<file path="config.mk">
export PLATFORM = sky130hd
export DESIGN_NAME = alu_exec_unit
export DESIGN_NICKNAME = d
export VERILOG_FILES = /design/src/rtl/alu_pkg.sv /design/src/rtl/alu_shift_iter.sv /design/src/rtl/alu_exec_unit.sv
export SDC_FILE = /design/constraint.sdc
export NUM_CORES = 1
export LEC_CHECK = 0
export CAP_MARGIN = 0
export CORE_MARGIN = 2
export CORE_UTILIZATION = 50
export CTS_CLUSTER_SIZE = 40
export DETAILED_ROUTE_END_ITERATION = 16
export DONT_BUFFER_PORTS = 1
export PLACE_DENSITY = 0.62
export SLEW_MARGIN = 10
export SYNTH_ARGS = -nofsm -noshare
export SYNTH_HDL_FRONTEND = slang
export SYNTH_SLANG_ARGS = --single-unit
export TNS_END_PERCENT = 1
</file>
<file path="constraint.sdc">
create_clock -name clk -period 5.8 [get_ports clk]
set_input_delay 1.16 -clock clk [delete_from_list [all_inputs] [get_ports clk]]
set_output_delay 1.16 -clock clk [all_outputs]
set_load 0.01 [all_outputs]
</file>
<file path="src/rtl/alu_pkg.sv">
// Shared definitions for the ALU execute path: operation codes used by both
// the ALU control decoder and alu_exec_unit, plus the execute FSM encoding.
package alu_pkg;

    // Operation codes produced by the ALU control decoder.
    localparam logic [3:0] ALU_AND = 4'b0000;
    localparam logic [3:0] ALU_OR  = 4'b0001;
    localparam logic [3:0] ALU_ADD = 4'b0010;
    localparam logic [3:0] ALU_SUB = 4'b0110;
    localparam logic [3:0] ALU_SLL = 4'b0011;
    localparam logic [3:0] ALU_SRL = 4'b0101;

    // Execute-unit states. SHIFT is only reachable when shifts are compiled in.
    typedef enum logic [1:0] {
        ST_IDLE  = 2'b00,
        ST_SHIFT = 2'b01,
        ST_DONE  = 2'b10
    } alu_state_e;

    // True for the two iterative shift codes.
    function automatic logic is_shift_op(input logic [3:0] op);
        return (op == ALU_SLL) || (op == ALU_SRL);
    endfunction

endpackage

</file>
<file path="src/rtl/alu_shift_iter.sv">
// Iterative one-bit-per-cycle shifter for alu_exec_unit. Holds the operand
// accumulator, the remaining-shift down-counter and the shift direction.
// Only instantiated when ALU_SHIFT_EN is defined.
module alu_shift_iter #(
    parameter int WIDTH   = 32,
    parameter int SHAMT_W = 5
) (
    input  logic               clk,
    input  logic               rst,
    input  logic               load_i,    // capture operand, amount, direction
    input  logic               left_i,    // 1 = SLL, 0 = SRL (logical)
    input  logic [WIDTH-1:0]   data_i,
    input  logic [SHAMT_W-1:0] amount_i,
    output logic               busy_o,    // shifts still outstanding
    output logic               last_o,    // the next edge performs the final shift
    output logic [WIDTH-1:0]   acc_o,     // current accumulator value
    output logic [WIDTH-1:0]   next_o     // accumulator after one more shift
);

    logic [WIDTH-1:0]   acc_q, acc_d;
    logic [SHAMT_W-1:0] cnt_q, cnt_d;
    logic               left_q, left_d;

    assign busy_o = (cnt_q != '0);
    assign last_o = (cnt_q == SHAMT_W'(1));
    assign acc_o  = acc_q;
    assign next_o = left_q ? (acc_q << 1) : (acc_q >> 1);

    // Next state: load a new job, or shift once and count down while busy.
    always_comb begin
        // NOTE: every signal driven here gets a default first, so no path can leave it unassigned and infer a latch.
        acc_d  = acc_q;
        cnt_d  = cnt_q;
        left_d = left_q;
        if (load_i) begin
            acc_d  = data_i;
            cnt_d  = amount_i;
            left_d = left_i;
        end else if (busy_o) begin
            acc_d = next_o;
            cnt_d = cnt_q - SHAMT_W'(1);
        end
    end

    // State registers; reset clears the counter so an aborted shift stops.
    always_ff @(posedge clk) begin
        // NOTE: clocked state uses non-blocking assignments so all registers update from pre-edge values.
        if (rst) begin
            acc_q  <= '0;
            cnt_q  <= '0;
            left_q <= 1'b0;
        end else begin
            acc_q  <= acc_d;
            cnt_q  <= cnt_d;
            left_q <= left_d;
        end
    end

endmodule

</file>
<file path="src/rtl/alu_exec_unit.sv">
// Multi-cycle ALU execute unit with valid/ready request and result handshakes.
// Result, zero and error flags are registered together and held in DONE until
// the consumer takes them.
// Build option: define ALU_SHIFT_EN to support SLL/SRL through the iterative
// shifter; otherwise those codes are reported as unsupported.
module alu_exec_unit
    import alu_pkg::*;
#(
    parameter int WIDTH   = 32,
    parameter int SHAMT_W = 5
) (
    input  logic             clk,
    input  logic             rst,
    input  logic             in_valid,
    output logic             in_ready,
    input  logic [3:0]       operation,
    input  logic [WIDTH-1:0] op_a,
    input  logic [WIDTH-1:0] op_b,
    output logic             out_valid,
    input  logic             out_ready,
    output logic [WIDTH-1:0] result,
    output logic             zero,
    output logic             err
);

    alu_state_e       state_q, state_d;
    logic [WIDTH-1:0] result_q, result_d;
    logic             zero_q, zero_d;
    logic             err_q, err_d;

`ifdef ALU_SHIFT_EN
    logic [SHAMT_W-1:0] shamt;
    logic               shift_load;
    logic               shift_left;
    logic               shift_busy;
    logic               shift_last;
    logic [WIDTH-1:0]   shift_acc;
    logic [WIDTH-1:0]   shift_next;

    assign shamt = op_b[SHAMT_W-1:0];

    alu_shift_iter #(
        .WIDTH   (WIDTH),
        .SHAMT_W (SHAMT_W)
    ) u_shift (
        .clk      (clk),
        .rst      (rst),
        .load_i   (shift_load),
        .left_i   (shift_left),
        .data_i   (op_a),
        .amount_i (shamt),
        .busy_o   (shift_busy),
        .last_o   (shift_last),
        .acc_o    (shift_acc),
        .next_o   (shift_next)
    );
`endif

    assign result = result_q;
    assign zero   = zero_q;
    assign err    = err_q;

    // FSM next state, handshake outputs and the result to be registered.
    always_comb begin
        state_d   = state_q;
        result_d  = result_q;
        err_d     = err_q;
        in_ready  = 1'b0;
        out_valid = 1'b0;
`ifdef ALU_SHIFT_EN
        shift_load = 1'b0;
        shift_left = (operation == ALU_SLL);
`endif
        unique case (state_q)
            ST_IDLE: begin
                in_ready = 1'b1;
                if (in_valid) begin
                    state_d = ST_DONE;
                    err_d   = 1'b0;
                    case (operation)
                        ALU_AND: result_d = op_a & op_b;
                        ALU_OR:  result_d = op_a | op_b;
                        ALU_ADD: result_d = op_a + op_b;
                        ALU_SUB: result_d = op_a - op_b;
`ifdef ALU_SHIFT_EN
                        ALU_SLL, ALU_SRL: begin
                            if (shamt == '0) begin
                                result_d = op_a;
                            end else begin
                                shift_load = is_shift_op(operation);
                                state_d    = ST_SHIFT;
                            end
                        end
`endif
                        // Unknown codes (including X/Z) report an error with a zero result.
                        default: begin
                            result_d = '0;
                            err_d    = 1'b1;
                        end
                    endcase
                end
            end
`ifdef ALU_SHIFT_EN
            ST_SHIFT: begin
                if (!shift_busy) begin
                    // Counter already exhausted: the accumulator is final.
                    result_d = shift_acc;
                    state_d  = ST_DONE;
                end else if (shift_last) begin
                    result_d = shift_next;
                    state_d  = ST_DONE;
                end
            end
`endif
            ST_DONE: begin
                out_valid = 1'b1;
                if (out_ready) begin
                    state_d = ST_IDLE;
                end
            end
            default: state_d = ST_IDLE;
        endcase
        // result_q and zero_q are kept consistent, so the flag always tracks the registered result.
        zero_d = (result_d == '0);
    end

    // State and result registers with synchronous reset.
    always_ff @(posedge clk) begin
        if (rst) begin
            state_q  <= ST_IDLE;
            result_q <= '0;
            zero_q   <= 1'b1;
            err_q    <= 1'b0;
        end else begin
            state_q  <= state_d;
            result_q <= result_d;
            zero_q   <= zero_d;
            err_q    <= err_d;
        end
    end

endmodule

</file>
Word-level counts from Yosys, hierarchy flattened
Index checks and enable logic that the tools add are counted.
{"block": "classes", "eq_ne": 6, "n_reduce_logical": 6, "muxes": 9, "bitwise_logic": 2, "n_addsub": 2}
{"op": "case mux 32 bit (4 select lines)", "count": 1}
{"op": "2-to-1 mux 32 bit", "count": 2}
{"op": "adder 32 bit", "count": 1}
{"op": "AND 32 bit", "count": 1}
{"op": "logical NOT 32 bit", "count": 1}
{"op": "bitwise OR 32 bit", "count": 1}
{"op": "subtractor 32 bit", "count": 1}
{"op": "== test 4 x 1 -> 1 bit, second input constant", "count": 1}
{"op": "== test 4 x 2 -> 1 bit, second input constant", "count": 1}
{"op": "== test 4 x 3 -> 1 bit, second input constant", "count": 1}
{"op": "logical NOT 4 bit", "count": 1}
{"op": "2-to-1 mux 2 bit", "count": 2}
{"op": "inequality test 2 bit, second input constant", "count": 2}
{"op": "case mux 2 bit (2 select lines)", "count": 1}
{"op": "AND reduction 2 bit", "count": 2}
{"op": "OR reduction 4 bit", "count": 1}
{"op": "2-to-1 mux 1 bit", "count": 3}
{"op": "== test 2 bit, second input constant", "count": 1}
{"op": "logical NOT 2 bit", "count": 1}
{"block": "totals", "regBits": 36, "output_inout_bits": 36}

Depth between registers and ports, before layout
{"block": "logic_depth", "depth_word": 5, "mapped_depth": 21, "ltp_nobuf": 20}

Worst setup path before layout
No wires, ideal clock.
{"block": "synth_path", "kind": "input -> register", "from": "input operation[0]", "to": "register zero_q (netlist: zero)", "cell_stages": 18, "t_required_ns": 5.740, "arrival_time_ns": 4.829, "n_path_buf": 3, "setup_time_ns": 0.060, "slack_ns": 0.912, "cell_sequence": "buf_6 -> nor3b_1 -> and2_0 -> clkbuf_1 -> clkbuf_1 -> nor2_1 -> xnor2_1 -> ha_1 -> a21oi_1 -> o21ai_0 -> a211oi_2 -> a21oi_2 -> a21oi_1 -> xor2_1 -> o211ai_1 -> a2111oi_0 -> and4_1 -> a41o_1"}
{"block": "synth_between", "elab_chain_cells": 5}
{"element": "start, declared", "line": "alu_exec_unit.sv:16", "source": "input logic [3:0] operation,"}
{"element": "== test 4 x 3 -> 1 bit (tied with other cells)", "line": "alu_exec_unit.sv:80", "source": "case (operation)"}
{"element": "case mux 32 bit (4 select lines) (*)", "line": "alu_exec_unit.sv:80"}
{"element": "2-to-1 mux 32 bit (*)", "line": "alu_exec_unit.sv:77", "source": "if (in_valid) begin"}
{"element": "2-to-1 mux 32 bit (*)", "line": "alu_exec_unit.sv:74", "source": "unique case (state_q)"}
{"element": "logical NOT 32 bit (*)", "line": "alu_exec_unit.sv:124", "source": "zero_d = (result_d == '0);"}
{"element": "end signal, assigned", "line": "alu_exec_unit.sv:137", "source": "zero_q <= zero_d;"}
{"element": "end, declared", "line": "alu_exec_unit.sv:28", "source": "logic zero_q, zero_d;"}
Mark *: on every way between the ends. The rest lies on a longest branch, timed or not.
A chain may end at the register's enable or synchronous reset.

Final worst setup path
{"block": "layout_path", "from": "input op_b[0]", "to": "register zero_q (netlist: zero)"}
{"block": "layout_between", "elab_chain_cells": 5}
{"element": "start, declared", "line": "alu_exec_unit.sv:18", "source": "input logic [WIDTH-1:0] op_b,"}
{"element": "subtractor 32 bit (tied with other cells)", "line": "alu_exec_unit.sv:84", "source": "ALU_SUB: result_d = op_a - op_b;"}
{"element": "case mux 32 bit (4 select lines) (*)", "line": "alu_exec_unit.sv:80"}
{"element": "2-to-1 mux 32 bit (*)", "line": "alu_exec_unit.sv:77"}
{"element": "2-to-1 mux 32 bit (*)", "line": "alu_exec_unit.sv:74"}
{"element": "logical NOT 32 bit (*)", "line": "alu_exec_unit.sv:124"}
Marked as above.

==> results.ini <==
[place]
port_buffers=0
place.gp.congestion=0.944
post-place-ws_ns=0.337
hpwl_mm=11.2

[timing]
finalSetupViolCount=0
post-route-min-period_ns=5.24
finalWorstSetupSlack_ns=0.561
rsz0062_at_grt=no
timing.final.max_slew_violations=0
skew_ns=0.0102
hold_viol=0
holdWs_ns=0.551
worst_pin_slew_ns=0.887
slew_headroom_pct=40.8
fin_tns_setup_ns=0
finalCritPeriodShare_pct=90.3
fmax_mhz=191

[clocking]
cts_buffer_depth=2
tritoncts=built
hold_buffers=0
root_buffer=clkbuf_8
cts_sinks=35
h-tree-depth=2
worstSkewPairLatency_ns=0.30
cts_resized=0
cts_buffers=5
clk_pin_slew_ns=0.08
post_cts_buffers=0

[layout]
antenna_cells=0
final_cell_mix=nor2_1, a21oi_1, nand2_1
finalNetCount=665
final_common_cell=nor2_1
synthToLayoutAreaGrowth_pct=5.92
final_layout_size_suffix_gt1_share_pct=8.41

[floorplanning]
rows=33
initial_core_util_pct=51.5
boundaryPins=108
die_area_sq_mm=0.00921
fp.coreArea_sq_mm=0.00822
die_x_um=96.0
dieHeight_um=96.0

[power]
pwr_density_cell_mw_per_mm2=196
p_leak_nw=1.73
total_power_mw=0.878
peakVddDrop_mv=0.111

[logic_synthesis]
synth_area_per_cell_sq_um=7.54
synth_cell_types=70
yosys_register_bits=35
synth_edf_count=0
synth_flop_cell=dfxtp_1
ys_async_sr_fraction_pct=0
yosysWarnings=0
synth_area_sq_mm=0.00423
seq_area_frac_synth_pct=16.6
synthCells=561
synthesis.nets=668

[grt]
grt_pass1_wl_mm=21.6
antenna_found_initial=0
grt_max_degree=37
grt_remaining_overflow=0
grt_pass1_vias=4244
track_usage_pct=30.2

[setup_path]
slowest_stage=nor4_2
crit_arrival_ns=5.47
cp_slowest_stage_delay_ns=0.44
critical-path-top-delay-family=simple AND/OR/NAND/NOR gates
critPathKind=input port to flop
end_kind=flop
path_cells=inv_1 > ha_1 > nand2_1 > nor3_1 > buf_4 > nand2_1 > or2_2 > nor4_2 > nor2_1 > xnor2_1 > ha_1 > a211oi_1 > o21ai_0 > a211oi_2 > a21oi_2 > nor2b_2 > xnor2_1 > a222oi_1 > and4_1 > and4_1 > a41o_1
path_buf_inv=2
crit_required_ns=6.03
cp-start-kind=input port
cp_max_fo=5

[detailed_routing]
drc_errors=0
routed_wl_mm=13.9
drt_iter0_drc=311
vias_per_cell=6.44
wire_per_inst_um=21.0
first_pass_iters=7
ant_nets=0
vias=4275

[hold_path]
min_path_type=flop to flop

[flow_run]
cap_violations=0

[outcome]
status=complete, no violations

-- worst min-delay path, stage by stage (launching register included) --
cell and delay [ns]:
dfxtp_1 0.37, nand2b_1 0.09, a21oi_1 0.06
-- metal layers --
layer  global-route usage (%)  wire length [um]  part of all wire (%)  up-vias
met4                     5.12               137                  0.98        0
met1                     42.7              6490                    47     2007
met5                        0                 0                     0        -
li1                         -                 -                     -     2072
met3                     7.60              1350                   9.7       12
met2                     46.9              5960                    43      184
-- cells by family after synthesis --
| kind of cell | share of synthesized area [%] |
|---|---|
| XOR/XNOR | 11.6 |
| multiplexers | 0.503 |
| flip-flops | 16.6 |
| AND/OR/NAND/NOR | 21.6 |
| AO/OA/AOI/OAI | 28.1 |
| adder cells (fa/ha/maj) | 17.9 |
| buffers and inverters | 3.67 |
-- final cells by class --
class | count | area (sq um)
clock buffer | 5 | 68.8
clock inverter | 3 | 43.8
inverter | 11 | 41.3
multi-input combinational | 489 | 3370
tap | 105 | 131
sequential | 35 | 701
timing repair buffer | 16 | 120
fill | 812 | 3740
-- path summary, 6_finish.rpt --
| check | startpoint | endpoint | slack, ns | cells past startpoint |
|---|---|---|---|---|
| max | op_b[0] | zero | 0.56 | 21 |
| min | state_q[1] | state_q[1] | 0.55 | 2 |
| max reg2reg | state_q[1] | zero | 2.43 | 11 |
| min reg2reg | state_q[1] | state_q[1] | 0.55 | 2 |
-- synth_stat cells (all sizes together), types with 8 or more instances --
| cell type | count | area, sq um |
|---|---|---|
| nor2 | 69 | 262 |
| a21oi | 60 | 308 |
| nand2 | 47 | 176 |
| o21ai | 36 | 180 |
| dfxtp | 35 | 701 |
| ha | 34 | 425 |
| maj3 | 31 | 313 |
| xor2 | 29 | 254 |
| xnor2 | 27 | 236 |
| clkbuf | 15 | 56.3 |
| nor3 | 13 | 70.1 |
| a222oi | 12 | 120 |
| buf | 11 | 57.6 |
| inv | 11 | 41.3 |
| a211oi | 9 | 92.6 |
| a22o | 9 | 78.8 |
| nand2b | 8 | 50.1 |
| nand4 | 8 | 50.1 |
| nor4 | 8 | 56.3 |
-- flip-flops by register name (all words and copies together) (netlist names) --
name,count
err,1
zero,1
state_q,1
result,32
-- metrics by stage --
step	utilization [%]	std cells	instance area [sq um]
detailed placement	53.1	656	4370
global route	54.5	664	4480
floorplan	-	561	4230
global placement	53.1	656	4370
finish	54.5	664	4480
CTS	54.5	664	4480
-- power breakdown --
| group | switching (mW) | internal [mW] |
|---|---|---|
| sequential | 0.0133 | 0.251 |
| clock | 0.105 | 0.128 |
| combinational | 0.219 | 0.161 |
| total | 0.338 | 0.540 |
(Power assumes the default switching activity.)
==> variant: new RTL, same flow settings <==
`result_q` no longer has a reset.
--- a/src/rtl/alu_exec_unit.sv
+++ b/src/rtl/alu_exec_unit.sv
@@ -128,16 +128,18 @@
     always_ff @(posedge clk) begin
         if (rst) begin
             state_q  <= ST_IDLE;
-            result_q <= '0;
             zero_q   <= 1'b1;
             err_q    <= 1'b0;
         end else begin
             state_q  <= state_d;
-            result_q <= result_d;
             zero_q   <= zero_d;
             err_q    <= err_d;
         end
     end
 
+    always_ff @(posedge clk) begin
+        result_q <= result_d;
+    end
+
 endmodule
 
Function: changed (a bounded check fails within 4 cycles, from zero or initial values and one cycle with rst high).
==> variant against the unedited design <==
Area after synthesis shrank 0.50%. Maximum frequency fell by 3.5%. Clock power is 19% lower. Design area fell by 0.89%. Clock skew fell by 0.0041 ns. Setup slack lost 0.19 ns. Total power rose by 3.1%. Wire length up 1.3%. Sequential cell count unchanged. Critical path type unchanged. Critical endpoint unchanged. Largest cell class unchanged.
==> variant: results (changes against the unedited design) <==
----------------------------------------------------
[Timing]
  Worst max-slew margin expressed relative to the limit ... 37.6% (-3.3 points)
  Worst hold-check slack ... 0.555 ns (+0.00399 ns)
  Clock Skew ... 0.00610 ns (-0.00414 ns)

[Cells and area]
  Multi-input logic area ... 0.00334 mm2 (-0.93%)
  Share of layout cells above drive strength 1 ... 6.14% (-2.3 points)
  Multi-input gate share of the layout cell area ... 75.3% (about the same)
  Multi-Input Combinational ... 477 (-2.5%)
  Fill count ... 829 (+2.1%)

[Setup path]
  Maximum fanout count along the critical path ... 8 (+3)
  Setup crit start ... op_b[8]
  Worst r2r path cells ... 9 (-2)

[Route]
  Post-detailed-route wirelength per cell ... 21.4 um (+2.1%)
  Drt via density ... 6.58 (+2.3%)
  Iteration count of the initial detailed-routing pass ... 5 (-2)

[Placement]
  DP Wirelength ... 11200 um (about the same)
  Total instance count after detailed placement ... 651 (-0.76%)
  Instance area at placement ... 0.00434 mm2 (-0.63%)
  GPL Wtd Cong ... 0.935 (-0.98%)
  Post-Place Setup Slack ... -0.104 ns (-0.442 ns)

[Hold path]
  Origin of the worst min-delay path ... err

[Power]
  Static power due to leakage ... 1.89 nW (+8.9%)
  Switching pwr ... 379 uW (+12%)

[Synthesis]
  Top post-synthesis cells by area ... sky130_fd_sc_hd__dfxtp_1 (17%), sky130_fd_sc_hd__ha_1 (10%), sky130_fd_sc_hd__xor2_1 (7.1%)
  Top cells by count, synth ... sky130_fd_sc_hd__nand2_1 (58), sky130_fd_sc_hd__a21oi_1 (41), sky130_fd_sc_hd__nor2_1 (36)

[Status]
  Status ... complete, no violations

----------------------------------------------------
variant: logic make-up (layout without fill, tap and decap cells):
group,count (synthesis),after routing,synth area share (%)
flip-flops,35,35,16.7
AND/OR/NAND/NOR,165,165,18.9
AO/OA/AOI/OAI,186,186,29.6
multiplexers,3,3,0.714
adder cells (fa/ha/maj),66,66,18.0
XOR/XNOR,57,57,11.9
buffers and inverters,45,42,4.19
variant: worst max-delay path: stages:
cell and delay [ns]:
sky130_fd_sc_hd__or4_4 0.55, sky130_fd_sc_hd__nor4_1 0.31, sky130_fd_sc_hd__nand2b_1 0.16, sky130_fd_sc_hd__nor3_2 0.32
sky130_fd_sc_hd__nand2_1 0.21, sky130_fd_sc_hd__o31ai_1 0.30, sky130_fd_sc_hd__xor2_1 0.11, sky130_fd_sc_hd__ha_1 0.48
sky130_fd_sc_hd__nand3_1 0.20, sky130_fd_sc_hd__nor3_2 0.35, sky130_fd_sc_hd__and3_1 0.22, sky130_fd_sc_hd__o211ai_1 0.15
sky130_fd_sc_hd__o211ai_1 0.16, sky130_fd_sc_hd__xnor2_1 0.14, sky130_fd_sc_hd__o21ai_0 0.16, sky130_fd_sc_hd__nor4b_2 0.33
sky130_fd_sc_hd__and3_1 0.20, sky130_fd_sc_hd__a41o_1 0.15
variant: power by group through the flow:
stage | Clock [mW] | Sequential, mW | Combinational (mW)
3_3_place_gp | 0 | 0.310 | 0.400
2_1_floorplan | 0 | 0.301 | 0.317
6_report | 0.189 | 0.305 | 0.410
3_5_place_dp | 0 | 0.311 | 0.398
5_1_grt | 0.201 | 0.308 | 0.450
4_1_cts | 0.195 | 0.305 | 0.401
variant: metal layers:
metal	up-vias	track usage, %	wire (um)
met5	-	0	0
met4	0	4.29	172
met3	17	5.56	1450
met2	221	46.7	6240
met1	2037	43.8	6250
li1	2064	-	-
